[src/rtl/chess_pkg.sv]
// Shared constants for the board evaluator: piece code ranges, material values,
// slave register offsets and the evaluator FSM state type.
package chess_pkg;

    localparam logic [8:0] EMPTY        = 9'd0;
    localparam logic [8:0] WPAWN0       = 9'd1;
    localparam logic [8:0] WPAWN_LAST   = 9'd8;
    localparam logic [8:0] WROOK0       = 9'd9;
    localparam logic [8:0] WROOK_LAST   = 9'd18;
    localparam logic [8:0] WKNIGHT0     = 9'd19;
    localparam logic [8:0] WKNIGHT_LAST = 9'd28;
    localparam logic [8:0] WBISHOP0     = 9'd29;
    localparam logic [8:0] WBISHOP_LAST = 9'd38;
    localparam logic [8:0] WQUEEN0      = 9'd39;
    localparam logic [8:0] WQUEEN_LAST  = 9'd47;
    localparam logic [8:0] WKING        = 9'd48;

    localparam logic signed [31:0] PAWN_VAL   = 32'sd100;
    localparam logic signed [31:0] ROOK_VAL   = 32'sd500;
    localparam logic signed [31:0] KNIGHT_VAL = 32'sd320;
    localparam logic signed [31:0] BISHOP_VAL = 32'sd330;
    localparam logic signed [31:0] QUEEN_VAL  = 32'sd900;
    localparam logic signed [31:0] KING_VAL   = 32'sd20000;

    localparam logic [3:0] REG_CTRL       = 4'd0;
    localparam logic [3:0] REG_SRC        = 4'd1;
    localparam logic [3:0] REG_DST        = 4'd2;
    localparam logic [3:0] REG_COUNT      = 4'd3;
    localparam logic [3:0] REG_COLOUR     = 4'd4;
    localparam logic [3:0] REG_BEST_IDX   = 4'd5;
    localparam logic [3:0] REG_BEST_SCORE = 4'd6;

    localparam logic [5:0]         LAST_SQ        = 6'd63;
    localparam logic [31:0]        BEST_IDX_RST   = 32'hFFFF_FFFF;
    localparam logic signed [31:0] BEST_SCORE_RST = 32'sh8000_0000;

    typedef enum logic [2:0] {
        S_IDLE    = 3'd0,
        S_RD_REQ  = 3'd1,
        S_RD_WAIT = 3'd2,
        S_ACC     = 3'd3,
        S_WR_REQ  = 3'd4,
        S_NEXT    = 3'd5,
        S_DONE    = 3'd6
    } state_t;

    // Nine bits so that -128 maps to +128 instead of wrapping back to -128.
    function automatic logic [8:0] code_mag(input logic [7:0] code);
        return code[7] ? (9'd0 - {1'b1, code}) : {1'b0, code};
    endfunction

endpackage

[src/rtl/piece_value.sv]
// Maps a signed square code to its signed material value; codes outside the
// known piece ranges (empty, >48, -128) are worth nothing.
module piece_value
    import chess_pkg::*;
(
    input  logic signed [7:0]  i_code,
    output logic signed [31:0] o_value
);

    logic [8:0]         w_mag;
    logic signed [31:0] w_abs;

    always_comb begin
        w_mag = code_mag(i_code);
        w_abs = '0;
        if (w_mag >= WPAWN0 && w_mag <= WPAWN_LAST) begin
            w_abs = PAWN_VAL;
        end else if (w_mag >= WROOK0 && w_mag <= WROOK_LAST) begin
            w_abs = ROOK_VAL;
        end else if (w_mag >= WKNIGHT0 && w_mag <= WKNIGHT_LAST) begin
            w_abs = KNIGHT_VAL;
        end else if (w_mag >= WBISHOP0 && w_mag <= WBISHOP_LAST) begin
            w_abs = BISHOP_VAL;
        end else if (w_mag >= WQUEEN0 && w_mag <= WQUEEN_LAST) begin
            w_abs = QUEEN_VAL;
        end else if (w_mag == WKING) begin
            w_abs = KING_VAL;
        end
        o_value = i_code[7] ? -w_abs : w_abs;
    end

endmodule

[src/rtl/board_eval.sv]
// Avalon-MM material evaluator: reads candidate boards from SDRAM, writes one
// score word per board and keeps the index/score of the best board seen.
//
// state     | meaning
// ----------+-----------------------------------------------------------
// S_IDLE    | waiting for start after reset
// S_RD_REQ  | read request for square sq of board k, held through stalls
// S_RD_WAIT | single outstanding read, waiting for readdatavalid
// S_ACC     | add the captured square's value into the accumulator
// S_WR_REQ  | write board k's score, held through stalls; update best
// S_NEXT    | step to the next board or finish
// S_DONE    | run complete, done flag set, a new start is accepted
module board_eval
    import chess_pkg::*;
#(
    parameter int COUNT_W      = 8,
    parameter int BOARD_STRIDE = 256
) (
    input  logic        clk,
    input  logic        rst_n,
    output logic        slave_waitrequest,
    input  logic [3:0]  slave_address,
    input  logic        slave_read,
    output logic [31:0] slave_readdata,
    input  logic        slave_write,
    input  logic [31:0] slave_writedata,
    input  logic        master_waitrequest,
    output logic [31:0] master_address,
    output logic        master_read,
    input  logic [31:0] master_readdata,
    input  logic        master_readdatavalid,
    output logic        master_write,
    output logic [31:0] master_writedata
);

    localparam logic [31:0] STRIDE = 32'(BOARD_STRIDE);

    state_t               r_state;
    state_t               w_next;
    logic [31:0]          r_src;
    logic [31:0]          r_dst;
    logic [COUNT_W-1:0]   r_count;
    logic                 r_colour;
    logic                 r_done;
    logic [COUNT_W-1:0]   r_k;
    logic [5:0]           r_sq;
    logic signed [7:0]    r_code;
    logic signed [31:0]   r_acc;
    logic [31:0]          r_best_idx;
    logic signed [31:0]   r_best_score;

    logic                 w_busy;
    logic                 w_start;
    logic                 w_cfg_we;
    logic                 w_last_board;
    logic                 w_better;
    logic [31:0]          w_k_ext;
    logic [31:0]          w_rd_addr;
    logic [31:0]          w_wr_addr;
    logic signed [31:0]   w_value;
    logic signed [31:0]   w_score;
    logic                 w_unused;

    piece_value u_piece_value (
        .i_code  (r_code),
        .o_value (w_value)
    );

    assign w_unused     = ^master_readdata[31:8];
    assign w_busy       = !(r_state == S_IDLE || r_state == S_DONE);
    assign w_cfg_we     = slave_write && !w_busy;
    assign w_start      = w_cfg_we && (slave_address == REG_CTRL);
    assign w_k_ext      = {{(32-COUNT_W){1'b0}}, r_k};
    assign w_rd_addr    = r_src + (w_k_ext * STRIDE) + {24'd0, r_sq, 2'b00};
    assign w_wr_addr    = r_dst + {w_k_ext[29:0], 2'b00};
    assign w_score      = r_colour ? -r_acc : r_acc;
    assign w_better     = w_score > r_best_score;
    assign w_last_board = (r_count == '0) || (r_k == r_count - COUNT_W'(1));

    always_ff @(posedge clk or negedge rst_n) begin
        if (!rst_n) begin
            r_state <= S_IDLE;
        end else begin
            r_state <= w_next;
        end
    end

    // Master strobes decode straight from the state register so an async reset
    // removes them in the same cycle.
    always_comb begin
        w_next           = r_state;
        master_read      = 1'b0;
        master_write     = 1'b0;
        master_address   = '0;
        master_writedata = '0;
        case (r_state)
            S_IDLE, S_DONE: begin
                if (w_start) begin
                    w_next = (r_count == '0) ? S_NEXT : S_RD_REQ;
                end
            end
            S_RD_REQ: begin
                master_read    = 1'b1;
                master_address = w_rd_addr;
                if (!master_waitrequest) begin
                    w_next = S_RD_WAIT;
                end
            end
            S_RD_WAIT: begin
                if (master_readdatavalid) begin
                    w_next = S_ACC;
                end
            end
            S_ACC: begin
                w_next = (r_sq == LAST_SQ) ? S_WR_REQ : S_RD_REQ;
            end
            S_WR_REQ: begin
                master_write     = 1'b1;
                master_address   = w_wr_addr;
                master_writedata = w_score;
                if (!master_waitrequest) begin
                    w_next = S_NEXT;
                end
            end
            S_NEXT: begin
                w_next = w_last_board ? S_DONE : S_RD_REQ;
            end
            default: begin
                w_next = S_IDLE;
            end
        endcase
    end

    always_ff @(posedge clk or negedge rst_n) begin
        if (!rst_n) begin
            r_src        <= '0;
            r_dst        <= '0;
            r_count      <= '0;
            r_colour     <= 1'b0;
            r_done       <= 1'b0;
            r_k          <= '0;
            r_sq         <= '0;
            r_code       <= '0;
            r_acc        <= '0;
            r_best_idx   <= BEST_IDX_RST;
            r_best_score <= BEST_SCORE_RST;
        end else begin
            if (w_cfg_we) begin
                case (slave_address)
                    REG_SRC:    r_src    <= slave_writedata;
                    REG_DST:    r_dst    <= slave_writedata;
                    REG_COUNT:  r_count  <= slave_writedata[COUNT_W-1:0];
                    REG_COLOUR: r_colour <= slave_writedata[0];
                    default: ;
                endcase
            end
            case (r_state)
                S_IDLE, S_DONE: begin
                    if (w_start) begin
                        r_acc        <= '0;
                        r_k          <= '0;
                        r_sq         <= '0;
                        r_done       <= 1'b0;
                        r_best_idx   <= BEST_IDX_RST;
                        r_best_score <= BEST_SCORE_RST;
                    end
                end
                S_RD_WAIT: begin
                    if (master_readdatavalid) begin
                        r_code <= master_readdata[7:0];
                    end
                end
                S_ACC: begin
                    r_acc <= r_acc + w_value;
                    if (r_sq != LAST_SQ) begin
                        r_sq <= r_sq + 6'd1;
                    end
                end
                S_WR_REQ: begin
                    // Strict compare: on a tie the earlier board keeps the title.
                    if (!master_waitrequest && w_better) begin
                        r_best_idx   <= w_k_ext;
                        r_best_score <= w_score;
                    end
                end
                S_NEXT: begin
                    if (w_last_board) begin
                        r_done <= 1'b1;
                    end else begin
                        r_k   <= r_k + COUNT_W'(1);
                        r_sq  <= '0;
                        r_acc <= '0;
                    end
                end
                default: ;
            endcase
        end
    end

    assign slave_waitrequest = slave_read && (slave_address == REG_CTRL) && w_busy;

    always_comb begin
        slave_readdata = '0;
        if (slave_read) begin
            case (slave_address)
                REG_CTRL:       slave_readdata = {31'd0, r_done};
                REG_SRC:        slave_readdata = r_src;
                REG_DST:        slave_readdata = r_dst;
                REG_COUNT:      slave_readdata = {{(32-COUNT_W){1'b0}}, r_count};
                REG_COLOUR:     slave_readdata = {31'd0, r_colour};
                REG_BEST_IDX:   slave_readdata = r_best_idx;
                REG_BEST_SCORE: slave_readdata = r_best_score;
                default:        slave_readdata = '0;
            endcase
        end
    end

endmodule

[config.mk]
export PLATFORM = sky130hd
export DESIGN_NAME = board_eval
export DESIGN_NICKNAME = d
export VERILOG_FILES = /design/src/rtl/chess_pkg.sv /design/src/rtl/piece_value.sv /design/src/rtl/board_eval.sv
export SDC_FILE = /design/constraint.sdc
export NUM_CORES = 1
export LEC_CHECK = 0
export ABC_CLOCK_PERIOD_IN_PS = 9050
export CORE_MARGIN = 10
export CORE_UTILIZATION = 54
export CTS_BUF_LIST = sky130_fd_sc_hd__clkbuf_2
export CTS_CLUSTER_SIZE = 30
export DETAILED_ROUTE_END_ITERATION = 8
export GPL_TIMING_DRIVEN = 0
export PLACE_DENSITY_LB_ADDON = 0.2
export SLEW_MARGIN = 20
export SYNTH_ARGS = -nofsm -noshare
export SYNTH_HDL_FRONTEND = slang
export SYNTH_SLANG_ARGS = --single-unit
[constraint.sdc]
create_clock -name clk -period 9.05 [get_ports clk]
set_input_delay 1.81 -clock clk [delete_from_list [all_inputs] [get_ports clk]]
set_output_delay 1.81 -clock clk [all_outputs]
set_load 0.005 [all_outputs]
# After elaboration in Yosys (flattened, before gate mapping)

Cells that the tools add are included.

Bits of input ports: 74
Bits in registers: 195
Word-level logic and storage cells: 131

Add/subtract/negate cells: 10
Equal/unequal tests: 24
Multiplexer cells: 42
Magnitude comparators: 11
Reduce and logical (&&, ||, !) cells: 32

Operators by type and width:

| operator                                            | count |
|---|---|
| two-way mux 32 bit                                  | 15 |
| one-hot mux 32 bit (7 select lines)                 | 1 |
| one-hot mux 32 bit (2 select lines)                 | 3 |
| one-hot mux 32 bit (3 select lines)                 | 1 |
| negator 32 bit                                      | 2 |
| adder 32 x 10 -> 32 bit                             | 1 |
| adder 32 x 16 -> 32 bit                             | 1 |
| adder 32 bit                                        | 1 |
| adder 32 x 8 -> 32 bit                              | 1 |
| greater-than comparator 32 bit                      | 1 |
| two-way mux 3 bit                                   | 7 |
| >= comparator 9 x 5 -> 1 bit, second input constant | 2 |
| <= comparator 9 x 5 -> 1 bit, second input constant | 2 |
| <= comparator 9 x 6 -> 1 bit, second input constant | 2 |
| two-way mux 6 bit                                   | 3 |
| one-hot mux 3 bit (6 select lines)                  | 1 |
| one-hot mux 6 bit (3 select lines)                  | 1 |
| two-way mux 8 bit                                   | 2 |
| != test 2 bit, second input constant                | 8 |
| one-hot mux 8 bit (2 select lines)                  | 1 |
| two-way mux 15 bit                                  | 1 |
| == test 4 x 3 -> 1 bit, second input constant       | 3 |
| AND reduction 3 bit                                 | 4 |
| logical AND 1 bit                                   | 10 |
| other kinds (30)                                    | 45 |

# Longest topological paths before layout

Gate-level depths: netlist (run 1).

Depth after elaboration: 13
Gate-level depth with buffers: 27
Mapped depth without buffers: 26

# Modules after synthesis

Synthesis (run 1) repeated with hierarchy kept, for this count alone.

Cells, all modules: 1561
Area, all modules: 13907.1 um2

Modules (own cells, without submodules):

| module      | seq. area each (um2) | times used | cells each | area an instance (um2) |
|---|---|---|---|---|
| board_eval  | 4316.6               | 1          | 1420       | 12833.6 |
| piece_value | 0.0                  | 1          | 141        | 1073.5 |

# Worst setup path before layout (run 1)

Ideal clock, no wire load.

Kind: register to register
Start: register r_code[0]
End: register r_acc[23]
Cell stages (with the launch flop): 27
Library setup time: 0.069 ns
Data arrival time: 5.221 ns
Clock period less this slack: 5.290 ns
Path slack: 3.760 ns
Cell sequence: dfrtp_1 buf_2 inv_1 ha_1 nor3b_1 o211a_1 nor4b_1 o211a_1 nor2_1 o31ai_1 inv_1 ha_1 nand2b_1 or3_1 nor2_1 ha_1 a21o_1 ha_1 nand4_1 a21oi_1 a21oi_1 o31ai_1 a211oi_1 o21ai_0 nand2_1 or4b_2 nand3_1

Cells in the longest elaborated chain, start to end: 13

RTL lines:

| item                                                           | RTL line                             | RTL |
|---|---|---|
| start, declared                                                | board_eval.sv:47                     | `logic signed [7:0] r_code;` |
| start signal, assigned                                         | board_eval.sv:170                    | `r_code <= master_readdata[7:0];` |
| subtractor 1 x 9 -> 9 bit                                      | chess_pkg.sv:49                      | `return code[7] ? (9'd0 - {1'b1, code}) : {1'b0, code};` |
| two-way mux 9 bit *                                            | chess_pkg.sv:49                      |  |
| >= comparator 9 x 6 -> 1 bit (tied with other cells)           | piece_value.sv:24                    | `end else if (w_mag >= WQUEEN0 && w_mag <= WQUEEN_LAST) begin` |
| logical AND 1 bit / two-way mux 15 bit (equally long branches) | piece_value.sv:24, piece_value.sv:26 |  |
| two-way mux 32 bit                                             | piece_value.sv:24                    |  |
| two-way mux 32 bit                                             | piece_value.sv:22                    | `end else if (w_mag >= WBISHOP0 && w_mag <= WBISHOP_LAST) begin` |
| two-way mux 32 bit                                             | piece_value.sv:20                    | `end else if (w_mag >= WKNIGHT0 && w_mag <= WKNIGHT_LAST) begin` |
| two-way mux 32 bit                                             | piece_value.sv:18                    | `end else if (w_mag >= WROOK0 && w_mag <= WROOK_LAST) begin` |
| two-way mux 32 bit *                                           | piece_value.sv:16                    | `if (w_mag >= WPAWN0 && w_mag <= WPAWN_LAST) begin` |
| negator 32 bit                                                 | piece_value.sv:29                    | `o_value = i_code[7] ? -w_abs : w_abs;` |
| two-way mux 32 bit *                                           | piece_value.sv:29                    |  |
| adder 32 bit *                                                 | board_eval.sv:174                    | `r_acc <= r_acc + w_value;` |
| one-hot mux 32 bit (3 select lines) *                          | board_eval.sv:157                    | `case (r_state)` |
| end signal, assigned                                           | board_eval.sv:174                    |  |
| end, declared                                                  | board_eval.sv:48                     | `logic signed [31:0] r_acc;` |

Mark *: on every way between the ends. The rest lies on a longest branch, timed or not.
A chain may end at the register's enable or synchronous reset.

# Worst setup path in the final report (run 1)

Start: register r_k[0]
End: output master_address[14]

Cells in the longest elaborated chain, start to end: 3

RTL lines:

| item                                  | RTL line          | RTL |
|---|---|---|
| start, declared                       | board_eval.sv:45  | `logic [COUNT_W-1:0] r_k;` |
| start signal, assigned                | board_eval.sv:190 | `r_k <= r_k + COUNT_W'(1);` |
| adder 32 x 16 -> 32 bit               | board_eval.sv:74  | `assign w_rd_addr = r_src + (w_k_ext * STRIDE) + {24'd0, r_sq, 2'b00};` |
| adder 32 x 8 -> 32 bit                | board_eval.sv:74  |  |
| one-hot mux 32 bit (2 select lines) * | board_eval.sv:96  | `case (r_state)` |
| end, declared                         | board_eval.sv:28  | `output logic [31:0] master_address,` |

Marks and branches as above.

==> results of run 1 <==
==> power by group through the flow <==
| stage | clock network [µW] | logic, µW | registers [µW] |
|---|---|---|---|
| floorplan | 0 | 3280 | 1320 |
| global placement | 0 | 4230 | 1440 |
| detailed placement | 0 | 4340 | 1450 |
| CTS | 459 | 4370 | 1440 |
| global route | 482 | 4930 | 1500 |
| finish | 452 | 4400 | 1460 |
==> metrics by stage <==
| stage | hold WS (ps) | power (µW) | area, µm² | util, % | setup WS [ps] |
|---|---|---|---|---|---|
| 3_3_place_gp | 446 | 5670 | 15300 | 62.6 | -1130 |
| 6_report | 483 | 6310 | 15600 | 63.8 | 2200 |
| 2_1_floorplan | 440 | 4600 | 13500 | - | 3760 |
| 3_5_place_dp | 452 | 5790 | 15300 | 62.7 | 2750 |
| 5_1_grt | 494 | 6910 | 15600 | 63.8 | 2000 |
| 4_1_cts | 481 | 6260 | 15600 | 63.8 | 2240 |
==> worst min path at each step <==
stage / from / endpoint / slack (ps) / depth (start not counted)
2_1_floorplan: r_best_idx[0]$_DFFE_PN1P_ / r_best_idx[0]$_DFFE_PN1P_ / 440 / 2
3_3_place_gp: r_best_idx[1]$_DFFE_PN1P_ / r_best_idx[1]$_DFFE_PN1P_ / 450 / 2
3_5_place_dp: r_best_idx[5]$_DFFE_PN1P_ / r_best_idx[5]$_DFFE_PN1P_ / 450 / 2
4_1_cts: r_best_idx[5]$_DFFE_PN1P_ / r_best_idx[5]$_DFFE_PN1P_ / 480 / 2
5_1_grt: r_best_idx[2]$_DFFE_PN1P_ / r_best_idx[2]$_DFFE_PN1P_ / 490 / 2
6_report: r_best_idx[6]$_DFFE_PN1P_ / r_best_idx[6]$_DFFE_PN1P_ / 480 / 2
==> final cells by class <==
class                   count  area (µm²)  area share [%]
repair buffers            144        1460            9.38
clock inverters            15         173            1.11
well taps                 324         405            2.60
clock buffers              17        85.1           0.545
plain buffers              77         314            2.01
diodes                      2        5.00          0.0321
inverters                 104         390            2.50
multi-input cells        1185        8480            54.3
flip-flops and latches    171        4290            27.5
==> kinds of logic (layout without fill, tap and decap cells) <==
logic type,count (synthesis),count (layout),synth area share (%)
AOI/OAI and AO/OA,441,441,22.7
and+or+nand+nor,431,431,15.5
buffers and inverters,181,357,5.23
DFF,171,171,31.9
xor gates and xnor gates,131,131,8.52
adders and majority gates,99,99,9.34
muxes,82,82,6.84
other,1,3,0.0278
==> per-layer routing <==
layer  track usage [%]  wire [µm]  share of wire [%]
met5                 0         23              0.056
met4              7.68       1060                2.6
met3              4.48       2940                7.1
met2              43.3      19800                 48
met1              32.9      17600                 43
==> worst max-delay path, delay by kind of cell (launching register included) <==
kind            cells  cell delay (ps)
compound gates      5             1520
xor+xnor            1              160
fa+ha+maj           2              720
buf+inv             2              610
flops               1              700
simple gates        3              530
==> placed cells by master, fill, tap and decap left out, drive strengths merged, types with 28 or more instances in the layout <==
master	n
clkbuf	76
o2bb2ai	30
a21oi	63
mux2	80
a31oi	42
a22oi	40
xnor2	52
clkdlybuf4s50	142
nor2	94
o21ai	82
a21o	37
o22ai	28
nand3	42
nor3	28
dfrtp	161
xor2	79
inv	110
nand2	145
ha	95
==> sequential cells by signal (all words and copies together), names as in the netlist, 3 cells and up <==
signal and count:
r_dst 32, r_code 8, r_count 8, r_k 8, r_sq 6, r_best_score 32, r_best_idx 9, r_acc 31
r_src 32, r_state 3
==> results.toml, run 1 <==
[clocking]
clkTransAtPathRegs_ps = 300
cts_hold_buf = 0
cts_setup_buffers = 0
cts-root-buf = "clkbuf_2"
cts-buffers-inserted = 17
cts_tree = "yes"
cts_resized = 0
h-tree-depth = 4
clockBufferDepth = 2
clk_latency_ps = 820
clkSinkCount = 171

[worst_setup_path]
start_kind = "register"
cp_slowest_stage_delay_ps = 870
crit_fanout = 8
setup.worst_path.end = "master_address[14]"
rrSetupSlack_ps = 2690
critPathArrivalTime_ps = 5040
path_class = "register to output pin"
cp_common_cell = "o21ai_0"
crit_required_ps = 7240
reg2regPathDepth = 26
path_cells = "ha_1 -> inv_1 -> fa_1 -> nor2b_1 -> o21ai_0 -> a21oi_1 -> o21ai_0 -> a211oi_1 -> and3_1 -> nand2_1 -> xor2_1 -> o22ai_1 -> clkdlybuf4s50_1"
crit_start = "r_k[0]$_DFFE_PN0P_"
r2r-end = "r_acc[26]$_DFFE_PN0P_"
reg2reg_from = "r_code[0]$_DFFE_PN0P_"
end_kind = "output pin"
slowest_stage = "a211oi_1"

[status]
status = "finished, final reports clean"

[drt]
drtPass1Iterations = 5
vias_per_cell = 6.17
drc = 0
wire_per_inst_um = 20.3
num_vias = 12578
wirelength_um = 41400
ant_nets = 0
drt_iter0_markers = 1271

[power_and_ir_drop]
p_int_uw = 3040
netSwitchingPower_uw = 3270
irDropWorstVdd_v = 0.000298
p_sw_share_pct = 51.8
clockPowerShare_pct = 7.2
power_leakage_uw = 0.00678
p_comb_share_pct = 69.8
p_per_area_nw_per_um2 = 404
seqPwrFrac_pct = 23.1

[synthesis]
ys_dominant_reg_cell = "dfrtp_1"
synth_common_cells = "dfrtp_1, nand2_1, inv_1, ha_1, nor2_1"
synth-seq-cells = 171
synth-edff-count = 0
syn_area_per_cell_um2 = 8.76
yosysMostFrequentCell = "dfrtp_1"
syn-cell-area_um2 = 13500
yosys-top-cells-area = "dfrtp_1, ha_1, mux2_2"
ys_seq_area_share_pct = 31.9
netlist.area_leader.share_pct = 29.9
synth_cell_types = 78
yosys_warnings = 0
synth_largest_area_cell = "dfrtp_1"
synthArstFlopShare_pct = 100
syn_inst = 1537
synthesis.nets = 1709

[timing]
slew_violations = 0
fin_crit_sh_pct = 75.7
timing.fmax_mhz = 146
final.min_clock_period_ps = 6850
fin_tns_setup_ps = 0
worstMarginPinSlew_ps = 1120
finClkSkew_ps = 43.0
rsz0062_at_grt = "no"
slew_headroom_pct = 24.8
setup_violations = 0
hold_viol = 0

[placement]
gp_congestion = 0.949
io_buffers = 143
post-place-cells = 2005
hpwlAfterDp_um = 32300

[cells_and_area]
finalNetCount = 1872
fill_cells = 2129
drive_gt1_share_pct = 8.64
syn_to_final_growth_pct = 15.9
instances_no_fill = 2039

[grt]
grt_first_pass_wirelength_um = 65000
first_global_vias = 11922
overflow = 0
antenna_found_initial = 4
grt_max_degree = 98
grtUsageTotal_pct = 25.7

[die]
ios = 173
die_h_um = 178
dieArea_um2 = 31700
fp-row-count = 57
initial_core_util_pct = 55.1
die-width_um = 178
fp.coreArea_um2 = 24500

[hold_path]
hold_class = "register to register"

[flow_run]
cap_viol_max_count = 0
No activity file was read; power rests on OpenSTA's default activity.
==> run 2: changes to the inputs <==
ABC_CLOCK_PERIOD_IN_PS = 5700   (was 9050)
CORE_UTILIZATION = 53   (was 54)
clock period = 5.7 ns   (was 9.05 ns; I/O delays follow)
==> run 2 against run 1 <==
Net effect:
- the run now ends with DRC left
- count of clock-buffer cells in the layout unchanged
- total power up 62%
- global-route usage decreased by 1.3 points
- largest cell class unchanged
- critical path type is now register to register
- final cell count grew 0.83%
- sequential share of layout area shrank 0.44 points
- worst hold slack got worse by 290 ps
- register-to-register slack worse by 2600 ps
- highest routed layer unchanged
- clock power up 47%
==> results.toml, run 2 (same netlist as run 1, synthesis figures left out) <==
[status]
status = "finished, violations left"
violations = "DRC"

[grt]
overflow = 0
grtUsageTotal_pct = 24.4
grt_max_degree = 70
antenna_found_initial = 3
first_global_vias = 11986
grt_first_pass_wirelength_um = 64900

[worst_setup_path]
path_class = "register to register"
end_kind = "register"
start_kind = "register"
cp_slowest_stage_delay_ps = 620
slowest_stage = "or4b_2"
crit_family = "simple AND/OR/NAND/NOR gates"
critPathArrivalTime_ps = 6290
crit_buf_inv = 3
crit_fanout = 8
crit_required_ps = 6430

[die]
die_h_um = 179
die-width_um = 179
ios = 173
initial_core_util_pct = 53.6
fp-row-count = 58
fp.coreArea_um2 = 25100
dieArea_um2 = 32200

[clocking]
cts-root-buf = "clkbuf_2"
clk_latency_ps = 810
cts_tree = "yes"
clkTransAtPathRegs_ps = 310
clockBufferDepth = 2
cts_hold_buf = 0
clkSinkCount = 171
h-tree-depth = 4
cts-buffers-inserted = 17

[cells_and_area]
syn_to_final_growth_pct = 17.9
reg_top3 = "r_best_score (32), r_dst (32), r_src (32)"
finalNetCount = 1883
final_cell_mix = "dfrtp_1, nand2_1, clkdlybuf4s50_1, inv_1, nor2_1"
drive_gt1_share_pct = 10.8
final_common_cell = "dfrtp_1"
fill_cells = 2216
final_area_um2 = 15900

[drt]
num_vias = 12619
drt_iter0_markers = 1251
wirelength_um = 41300
drtPass1Iterations = 9
wire_per_inst_um = 20.1
vias_per_cell = 6.14
ant_nets = 0
drc = 1

[flow_run]
cap_viol_max_count = 0

[timing]
finClkSkew_ps = 70.1
worstMarginPinSlew_ps = 1110
fin_tns_setup_ps = 0
timing.fmax_mhz = 180
slew_headroom_pct = 26.1
rsz0062_at_grt = "yes"
fin_crit_sh_pct = 97.6
final.min_clock_period_ps = 5560
setup_violations = 0
hold_viol = 0
slew_violations = 0

[placement]
gp_congestion = 0.939
hpwlAfterDp_um = 32400
dpl_cell_area_um2 = 15400
io_buffers = 143

[hold_path]
hold_class = "primary input to asynchronous set/reset pin"

[power_and_ir_drop]
irDropWorstVdd_v = 0.000494
power_leakage_uw = 0.00689
p_per_area_nw_per_um2 = 644
[run 2: cell count changes in the layout (fill, tap and decap cells not counted), moves of 3 or more]
cell      before  now
a21oi_2        0    3
a21oi_1       63   60
o21ai_1        5    8
clkbuf_1      59   53
clkbuf_2      17   23
o21ai_0       77   73
dfrtp_1      161  158
ha_1          95   91
buf_4          3   12
dfrtp_2        0    3
[run 2: layout make-up]
type,instances,area (µm²),area share [%]
antenna,2,5.00,0.0315
multi-input combinational,1185,8630,54.4
inverter,104,390,2.46
timing repair buffer,155,1580,9.95
buffer,77,324,2.04
clock buffer,17,85.1,0.536
tap,330,413,2.60
clock inverter,15,151,0.954
sequential,171,4300,27.1
[run 2: what timing repair did]
action | 4_1_cts | 5_1_grt
endpoints found under the setup margin | 25 | 65
buffers inserted | 6 | 4
pin swaps | 4 | 3
gates resized for setup | 15 | 31
[run 2: power by group]
part / switching [µW] / total, µW / internal (µW) / leakage, µW
Sequential: 613 / 2310 / 1690 / 0.00220
Combinational: 4150 / 7250 / 3100 / 0.00454
Clock: 521 / 666 / 144 / 0.000145
Total: 5280 / 10200 / 4940 / 0.00689
[run 2: final timing paths]
path	endpoint	slack, ps	from	cells after the start
hold reg to reg	r_best_idx[5]$_DFFE_PN1P_	480	r_best_idx[5]$_DFFE_PN1P_	2
max in group asynchronous	r_best_idx[2]$_DFFE_PN1P_	4730	rst_n	2
setup / recovery	r_acc[23]$_DFFE_PN0P_	140	r_code[0]$_DFFE_PN0P_	26
min in group clk	r_best_idx[5]$_DFFE_PN1P_	480	r_best_idx[5]$_DFFE_PN1P_	2
hold / removal	r_src[21]$_DFFE_PN0P_	190	rst_n	1
setup reg to reg	r_acc[23]$_DFFE_PN0P_	140	r_code[0]$_DFFE_PN0P_	26
[run 2: layer usage]
metal  global-route usage, %  routed length, µm
met5                       0                 15
met4                    8.04               1210
met3                    4.76               2970
met1                    31.5              17600
met2                    40.2              19500
[run 2: through the flow]
step | setup WS, ps | cells | utilization, % | power [µW] | hold WS [ps]
3_5_place_dp | -462 | 2012 | 61.3 | 9210 | 449
3_3_place_gp | -3750 | 2010 | 61.0 | 9020 | 447
5_1_grt | -67.5 | 2055 | 63.2 | 11200 | 126
2_1_floorplan | 410 | 1537 | - | 7310 | 440
6_report | 138 | 2056 | 63.2 | 10200 | 189
4_1_cts | 18.5 | 2050 | 62.6 | 10000 | 174
